### config.mk
export PLATFORM = sky130hd
export DESIGN_NAME = accel_position_filter
export DESIGN_NICKNAME = d
export VERILOG_FILES = /design/src/rtl/accel_position_filter.sv
export SDC_FILE = /design/constraint.sdc
export NUM_CORES = 1
export LEC_CHECK = 0
export CAP_MARGIN = 20
export CORE_ASPECT_RATIO = 1.2
export CORE_MARGIN = 8
export CORE_UTILIZATION = 58
export CTS_CLUSTER_SIZE = 12
export DETAILED_ROUTE_END_ITERATION = 10
export GPL_TIMING_DRIVEN = 0
export HOLD_SLACK_MARGIN = 0.03
export MAX_ROUTING_LAYER = met4
export PLACE_DENSITY = 0.88
export SLEW_MARGIN = 20
export SYNTH_ARGS = -nofsm -noshare
export SYNTH_HDL_FRONTEND = slang
export SYNTH_SLANG_ARGS = --single-unit
### constraint.sdc
create_clock -name clock -period 3.1 [get_ports clock]
set_input_delay 0.62 -clock clock [delete_from_list [all_inputs] [get_ports clock]]
set_output_delay 0.62 -clock clock [all_outputs]
set_load 0.005 [all_outputs]
### src/rtl/accel_position_filter.sv
// accel_position_filter: decimates raw signed 9-bit accelerometer X/Y samples to a
// fixed rate and box-car averages 2^LOG2_AVG samples per axis. It then subtracts a
// calibrated zero offset and saturates the result to signed 9 bits. The outputs come
// with a one-cycle filt_valid strobe.
// Build macro ACCEL_DEADZONE_EN: when defined, saturated results with
// -DEADZONE <= r <= DEADZONE are forced to zero. This adds no latency.
module accel_position_filter #(
  parameter int SAMPLE_DIV = 50000,
  parameter int LOG2_AVG   = 3,
  parameter int DEADZONE   = 4
) (
  input  logic              clock,
  input  logic              reset,
  input  logic signed [8:0] raw_x,
  input  logic signed [8:0] raw_y,
  input  logic              cal_req,
  output logic signed [8:0] filt_x,
  output logic signed [8:0] filt_y,
  output logic              filt_valid,
  output logic              cal_busy
);

  localparam int ACC_W = 9 + LOG2_AVG;
  localparam int DIV_W = $clog2(SAMPLE_DIV);
  localparam int CNT_W = LOG2_AVG + 1;

  localparam logic [DIV_W-1:0] DIV_LAST = DIV_W'(SAMPLE_DIV - 1);
  localparam logic [CNT_W-1:0] CNT_LAST = CNT_W'((1 << LOG2_AVG) - 1);

  localparam logic signed [9:0] SAT_MAX = 10'sd255;
  localparam logic signed [9:0] SAT_MIN = -10'sd256;

  localparam logic [1:0] ST_ACC  = 2'd0;
  localparam logic [1:0] ST_CALC = 2'd1;
  localparam logic [1:0] ST_OUT  = 2'd2;

`ifdef ACCEL_DEADZONE_EN
  localparam logic DZ_EN = 1'b1;
`else
  localparam logic DZ_EN = 1'b0;
`endif

  // Clamp a 10-bit signed difference into the signed 9-bit output range.
  function automatic logic signed [8:0] sat9(input logic signed [9:0] v);
    logic signed [8:0] r;
    if (v > SAT_MAX) begin
      r = 9'sh0FF;
    end else if (v < SAT_MIN) begin
      r = 9'sh100;
    end else begin
      r = 9'(v);
    end
    return r;
  endfunction

  // Force small magnitudes to zero when the dead-zone build option is enabled.
  function automatic logic signed [8:0] dz9(input logic signed [8:0] v);
    logic signed [9:0] lim;
    logic signed [9:0] ve;
    logic signed [8:0] r;
    lim = 10'(DEADZONE);
    ve  = 10'(v);
    if (DZ_EN && (ve <= lim) && (ve >= -lim)) begin
      r = 9'sd0;
    end else begin
      r = v;
    end
    return r;
  endfunction

  logic [DIV_W-1:0]        div_cnt_r;
  logic [CNT_W-1:0]        sample_cnt_r;
  logic signed [ACC_W-1:0] acc_x_r, acc_y_r;
  logic signed [8:0]       off_x_r, off_y_r;
  logic [1:0]              state_r;
  logic signed [8:0]       filt_x_r, filt_y_r;
  logic                    filt_valid_r, cal_busy_r, cal_pend_r;

  logic                    tick_s;
  logic signed [ACC_W-1:0] raw_x_ext_s, raw_y_ext_s;
  logic signed [8:0]       avg_x_s, avg_y_s, res_x_s, res_y_s;
  logic signed [9:0]       diff_x_s, diff_y_s;

  // Sample tick, window average and offset-corrected, saturated result per axis.
  always_comb begin
    tick_s      = (div_cnt_r == DIV_LAST);
    raw_x_ext_s = ACC_W'(raw_x);
    raw_y_ext_s = ACC_W'(raw_y);
    avg_x_s     = 9'(acc_x_r >>> LOG2_AVG);
    avg_y_s     = 9'(acc_y_r >>> LOG2_AVG);
    diff_x_s    = 10'(avg_x_s) - 10'(off_x_r);
    diff_y_s    = 10'(avg_y_s) - 10'(off_y_r);
    if (cal_pend_r) begin
      res_x_s = 9'sd0;
      res_y_s = 9'sd0;
    end else begin
      res_x_s = dz9(sat9(diff_x_s));
      res_y_s = dz9(sat9(diff_y_s));
    end
  end

  // Divider, accumulate/calc/output sequencing and calibration bookkeeping.
  always_ff @(posedge clock) begin
    if (reset) begin
      div_cnt_r    <= '0;
      sample_cnt_r <= '0;
      acc_x_r      <= '0;
      acc_y_r      <= '0;
      off_x_r      <= 9'sd0;
      off_y_r      <= 9'sd0;
      state_r      <= ST_ACC;
      filt_x_r     <= 9'sd0;
      filt_y_r     <= 9'sd0;
      filt_valid_r <= 1'b0;
      cal_busy_r   <= 1'b0;
      cal_pend_r   <= 1'b0;
    end else begin
      div_cnt_r    <= tick_s ? '0 : div_cnt_r + DIV_W'(1);
      filt_valid_r <= (state_r == ST_CALC);

      // A new request is only taken while idle; a pending one is consumed in CALC.
      if (cal_req && !cal_busy_r) begin
        cal_pend_r <= 1'b1;
        cal_busy_r <= 1'b1;
      end

      case (state_r)
        ST_ACC: begin
          if (tick_s) begin
            acc_x_r <= acc_x_r + raw_x_ext_s;
            acc_y_r <= acc_y_r + raw_y_ext_s;
            if (sample_cnt_r == CNT_LAST) begin
              sample_cnt_r <= '0;
              state_r      <= ST_CALC;
            end else begin
              sample_cnt_r <= sample_cnt_r + CNT_W'(1);
            end
          end
        end
        ST_CALC: begin
          if (cal_pend_r) begin
            off_x_r    <= avg_x_s;
            off_y_r    <= avg_y_s;
            cal_pend_r <= 1'b0;
            cal_busy_r <= 1'b0;
          end
          filt_x_r <= res_x_s;
          filt_y_r <= res_y_s;
          acc_x_r  <= '0;
          acc_y_r  <= '0;
          state_r  <= ST_OUT;
        end
        ST_OUT: begin
          state_r <= ST_ACC;
        end
        default: begin
          state_r <= ST_ACC;
        end
      endcase
    end
  end

  assign filt_x     = filt_x_r;
  assign filt_y     = filt_y_r;
  assign filt_valid = filt_valid_r;
  assign cal_busy   = cal_busy_r;

endmodule

; After elaboration in Yosys (flattened, before gate mapping)
; Index checks and enable logic that the tools add are counted.
[classes]
addsub = 6
magnitude_cmp = 4
eq_ne = 5
muxes = 20
n_reduce_logical = 9
[op_table]
columns = operator, n
row1 = 9-bit 2-to-1 mux, 6
row2 = 12-bit one-hot mux with 2 select lines, 2
row3 = 12-bit by 9-bit adder with 12-bit output, 2
row4 = 12-bit 2-to-1 mux, 2
row5 = "10-bit by 9-bit > comparator with 1-bit output, second input constant", 2
row6 = "10-bit by 9-bit < comparator with 1-bit output, second input constant", 2
row7 = 9-bit by 9-bit subtractor with 10-bit output, 2
row8 = "16-bit by 1-bit adder with 16-bit output, second input constant", 1
row9 = "16-bit equality test, second input constant", 1
row10 = 2-bit AND reduction, 4
row11 = 1-bit 2-to-1 mux, 6
row12 = "4-bit by 1-bit adder with 4-bit output, second input constant", 1
row13 = "4-bit by 3-bit equality test with 1-bit output, second input constant", 1
row14 = 2-bit 2-to-1 mux, 2
row15 = 4-bit 2-to-1 mux, 1
row16 = "2-bit inequality test, second input constant", 2
row17 = 2-bit one-hot mux with 2 select lines, 1
row18 = "2-bit by 1-bit equality test with 1-bit output, second input constant", 1
row19 = 2-bit zero test, 1
row20 = 2-bit nonzero test, 1
row21 = 2-bit OR reduction, 1
row22 = 1-bit logical AND, 1
row23 = 1-bit zero test, 1
[word_totals]
register_bits = 85
out_inout_bits = 20
word_cells = 56

; Logic depth before layout (Yosys ltp)
[depth]
ltp_word = 5
depth_mapped = 10
ltp_nobuf = 10

; Least setup slack after synthesis
; Ideal clock, no wire load.
[synth_timing]
kind = input -> register
from = input raw_x[0]
to = register acc_x_r[10]
arrival_ps = 2247
t_required_ps = 2977
slack_ps = 730
stages = 9
path_cell_list = ha_1 fa_1 a211oi_1 o21bai_1 a31oi_1 o21ai_0 a21oi_1 xor2_1 o21ai_0
[synth_via]
elab_chain_len = 3
[synth_lines]
columns = element, line_no
row1 = from (decl), 14  ; input logic signed [8:0] raw_x,
row2 = 12-bit by 9-bit adder with 12-bit output, 130  ; acc_x_r <= acc_x_r + raw_x_ext_s;
row3 = 12-bit 2-to-1 mux, 129  ; if (tick_s) begin
row4 = 12-bit one-hot mux with 2 select lines, 127  ; case (state_r)
row5 = to (signal assigned), 130
row6 = to (decl), 73  ; logic signed [ACC_W-1:0] acc_x_r, acc_y_r;
; Every way passes these cells. The select of a mux whose other input is x is not followed.
; A chain may end at the register's enable or synchronous reset.

; Worst setup path after layout
[layout_timing]
from = register acc_y_r[3]
to = register filt_y_r[4] (netlist: filt_y[4])
[layout_via]
elab_chain_len = 5
word_cells_on_any_way = 6
classes_between = add/sub: 1 / order compare: 2 / mux: 3
[layout_lines]
columns = element, line_no
row1 = from (decl), 73
row2 = from (signal assigned), 131  ; acc_y_r <= acc_y_r + raw_y_ext_s;
row3 = 9-bit by 9-bit subtractor with 10-bit output *, 92  ; diff_y_s = 10'(avg_y_s) - 10'(off_y_r);
row4 = 10-bit by 9-bit < comparator with 1-bit output, 48  ; end else if (v < SAT_MIN) begin
row5 = 9-bit 2-to-1 mux, 48
row6 = 9-bit 2-to-1 mux *, 46  ; if (v > SAT_MAX) begin
row7 = 9-bit 2-to-1 mux *, 93  ; if (cal_pend_r) begin
row8 = to (signal assigned), 148  ; filt_y_r <= res_y_s;
row9 = to (decl), 76  ; logic signed [8:0] filt_x_r, filt_y_r;
; Every way passes the cells marked *; elsewhere a longest branch is shown, timed or not.

==> reports/qor.csv <==
metric;value;unit
number of global-route vias before repair;4431;
ys async rst share;0;
final hold viol count;0;
CP endpoint kind;flip-flop;
Setup Fix Bufs, Post-CTS;0;
routed len/inst;14.8;µm
Layout Cells excl Fill;761;
gr usage total;0.208;
Final Cycle Share;0.885;
Distinct cells, synth;55;
PD cells;364;nW/µm²
R2R depth;10;
Synth Register Bits;85;
setup violators final;0;
DR pass1 iterations;5;
Slowest-stage cell, CP;nor4_2;
Vias/cell;5.83;
Core Rows;36;
clk_lat worst skew;0.37;ns
worst-path cell chain;inv_1 > ha_1 > fa_1 > nor2b_1 > o211a_1 > o221a_2 > nor3b_1 > nor4_2 > a22oi_1 > a21oi_1;
# H-tree levels;3;
hold path startpoint;div_cnt_r[0]$_SDFF_PP0_;
largest net degree at the start of global routing;15;
antenna violations before repair;0;
Post-synth EDFFs;0;
initial core utilization;0.600;
Hold Path Depth;1;
RSZ-0062 raised after global routing;false;
Reg2Reg Capture Point;filt_y[4]$_SDFFE_PP0P_;
crit path launch type;flip-flop;
# port buffers;40;
worst-margin pin slew;0.698;ns
synthesized instance count;591;
CTS tree;done;
final setup TNS;0;ns
Slew Viols, Final;0;
Syn. warnings;0;
die height;117;µm
fmax;0.364;GHz
CTS Hold Bufs;0;
First DRT Iteration DRCs;245;
area delta synth->final;15.4;%
CP Data Arrival Time;3.04;ns
Die ar.;11600;µm²
met3 wire length;470;µm
Metal-1 WL;4.87;mm
slowest stage delay, CP;0.54;ns
Hold Crit Class;flip-flop to flip-flop;
Leak;2.12;nW
top sig layer;met4;
Top Ports;41;
cell area after synthesis;4890;µm²
Final Critical Period;2.74;ns
first-pass GRT wire length;19.1;mm
Crit path max-delay family;simple AND/OR/NAND/NOR gates;
reg-to-reg slack, setup;0.36;ns
DRC;0;
Die Span X;99.8;µm
number of max-cap violations;0;
syn nets;658;
Mapped Avg Cell Area;8.28;µm²
Core ar.;8150;µm²
maximum root-to-sink buffer count;2;
Met2 Routed Length;5.62;mm
CP max FO;7;
Crit path buffers/inverters;1;
R2R Path Start;acc_y_r[3]$_SDFFE_PP0P_;
GRT Residual Overflow;0;
Slew headroom;0.530;
share of post-route cells with drive strength above 1;0.0433;
final core occ;0.692;
post_cts resized;0;
Routed Wire Length;11.3;mm
# placed instances;745;
Inserted Clock Buffers;9;
Clock Root Buffer;clkbuf_8;
nets@finish;709;
GP Congestion;0.912;
Critical Path RT;3.40;ns
sequential share of the synthesized area;0.348;
DRT antenna net count;0;
Peak VDD IR;0.000212;V
Worst Skew;0.0137;ns
Worst-path clk slew;0.09;ns
Hold EP;div_cnt_r[0]$_SDFF_PP0_;
Setup CP Type;flip-flop to flip-flop;
Top FF cell, synth;dfxtp_1;
status;finished clean;
Via Count;4437;
post-DP HPWL;8.67;mm
Inserted Diodes;0;
CTS sink cnt;85;
==> layout make-up <==
class,instances,area (µm²)
repair buffers,40,400
plain buffers,19,72.6
fillers,638,2510
well taps,114,143
clock buffers,12,155
clock inverters,4,55.1
multi-input cells,461,3020
inverters,26,97.6
flip-flops and latches,85,1700
==> cells by family (layout without fill, tap and decap cells) <==
group,after synthesis,count (layout),synth area share
fa+ha+maj,46,46,0.124
xor+xnor,43,43,0.0770
mux,4,4,0.00870
buf+inv,45,101,0.0348
compound gates,158,158,0.206
simple gates,210,210,0.202
flops,85,85,0.348
==> synthesized netlist by cell type, types with 4 or more instances <==
library cell  instances  area, µm²
or3_1                 4       25.0
inv_1                26       97.6
xor2_1               21        184
a211oi_1              5       37.5
o21a_1                5       37.5
ha_1                 42        526
nor2b_1               8       50.1
and3_1                4       25.0
dfxtp_1              85       1700
a21oi_1              57        285
nor2_1               66        248
nand3_1               9       45.0
fa_1                  4       80.1
nor3_1               16       80.1
nand4_1               5       31.3
nand2b_1             10       62.6
o21ai_0              22        110
clkbuf_1             16       60.1
o21bai_1              6       45.0
a31oi_1               7       43.8
a22oi_1              28        210
nand2_1              72        270
a21o_1               10       75.1
xnor2_1              22        193
==> cells in the final DEF (no fill, tap or decap), types with 4 or more instances in the layout <==
cell type and instances:
fa_1 4, o21bai_1 6, clkbuf_8 11, nor3_1 16
xor2_1 21, nor2_1 66, o21a_1 5, nand4_1 5
o21ai_0 22, a21oi_1 57, and3_1 4, a21o_1 10
nand3_1 9, nand2_1 72, a31oi_1 7, clkdlybuf4s50_1 40
a22oi_1 28, nand2b_1 10, or3_1 4, inv_1 26
dfxtp_1 85, clkbuf_1 17, xnor2_1 22, ha_1 42
nor2b_1 8, a211oi_1 5
==> report_power, final <==
| group | internal (W) | switching, W | total, W |
|---|---|---|---|
| Clock | 0.000423 | 0.000421 | 0.000844 |
| Combinational | 0.0000510 | 0.0000612 | 0.000112 |
| Sequential | 0.00110 | 0.00000324 | 0.00110 |
==> through the flow <==
stage	worst slack, ns	power [W]	cell area [µm²]	hold WS [ns]
final	0.356	0.00206	5640	0.449
after CTS	0.370	0.00206	5640	0.446
after global placement	0.131	0.00123	5430	0.424
after global routing	0.0823	0.00212	5640	0.474
after floorplan	0.730	0.00119	4890	0.413
after detailed placement	0.0444	0.00124	5430	0.433
==> state kept, by name (all words and copies together) (netlist names) <==
name,flops
acc_x_r,12
cal_pend_r,1
div_cnt_r,16
filt_valid,1
acc_y_r,12
off_y_r,9
off_x_r,9
filt_x,9
cal_busy,1
sample_cnt_r,4
filt_y,9
state_r,2
==> layer usage <==
metal  up-vias  track usage
met1      2110        0.217
met4         0        0.126
met5         -            -
li1       2191            -
met2       107        0.360
met3        29       0.0370
==> worst max path at each step <==
stage / depth (start not counted) / from / end / slack [ns]
2_1_floorplan: 9 / raw_x[0] / acc_x_r[10]$_SDFFE_PP0P_ / 0.73
4_1_cts: 10 / raw_x[0] / acc_x_r[10]$_SDFFE_PP0P_ / 0.37
6_report: 10 / acc_y_r[3]$_SDFFE_PP0P_ / filt_y[4]$_SDFFE_PP0P_ / 0.36
5_1_grt: 10 / acc_y_r[3]$_SDFFE_PP0P_ / filt_y[6]$_SDFFE_PP0P_ / 0.08
3_3_place_gp: 10 / raw_x[0] / acc_x_r[10]$_SDFFE_PP0P_ / 0.13
3_5_place_dp: 10 / raw_x[0] / acc_x_r[10]$_SDFFE_PP0P_ / 0.04
Note: power is estimated with default switching activity, not from simulation.
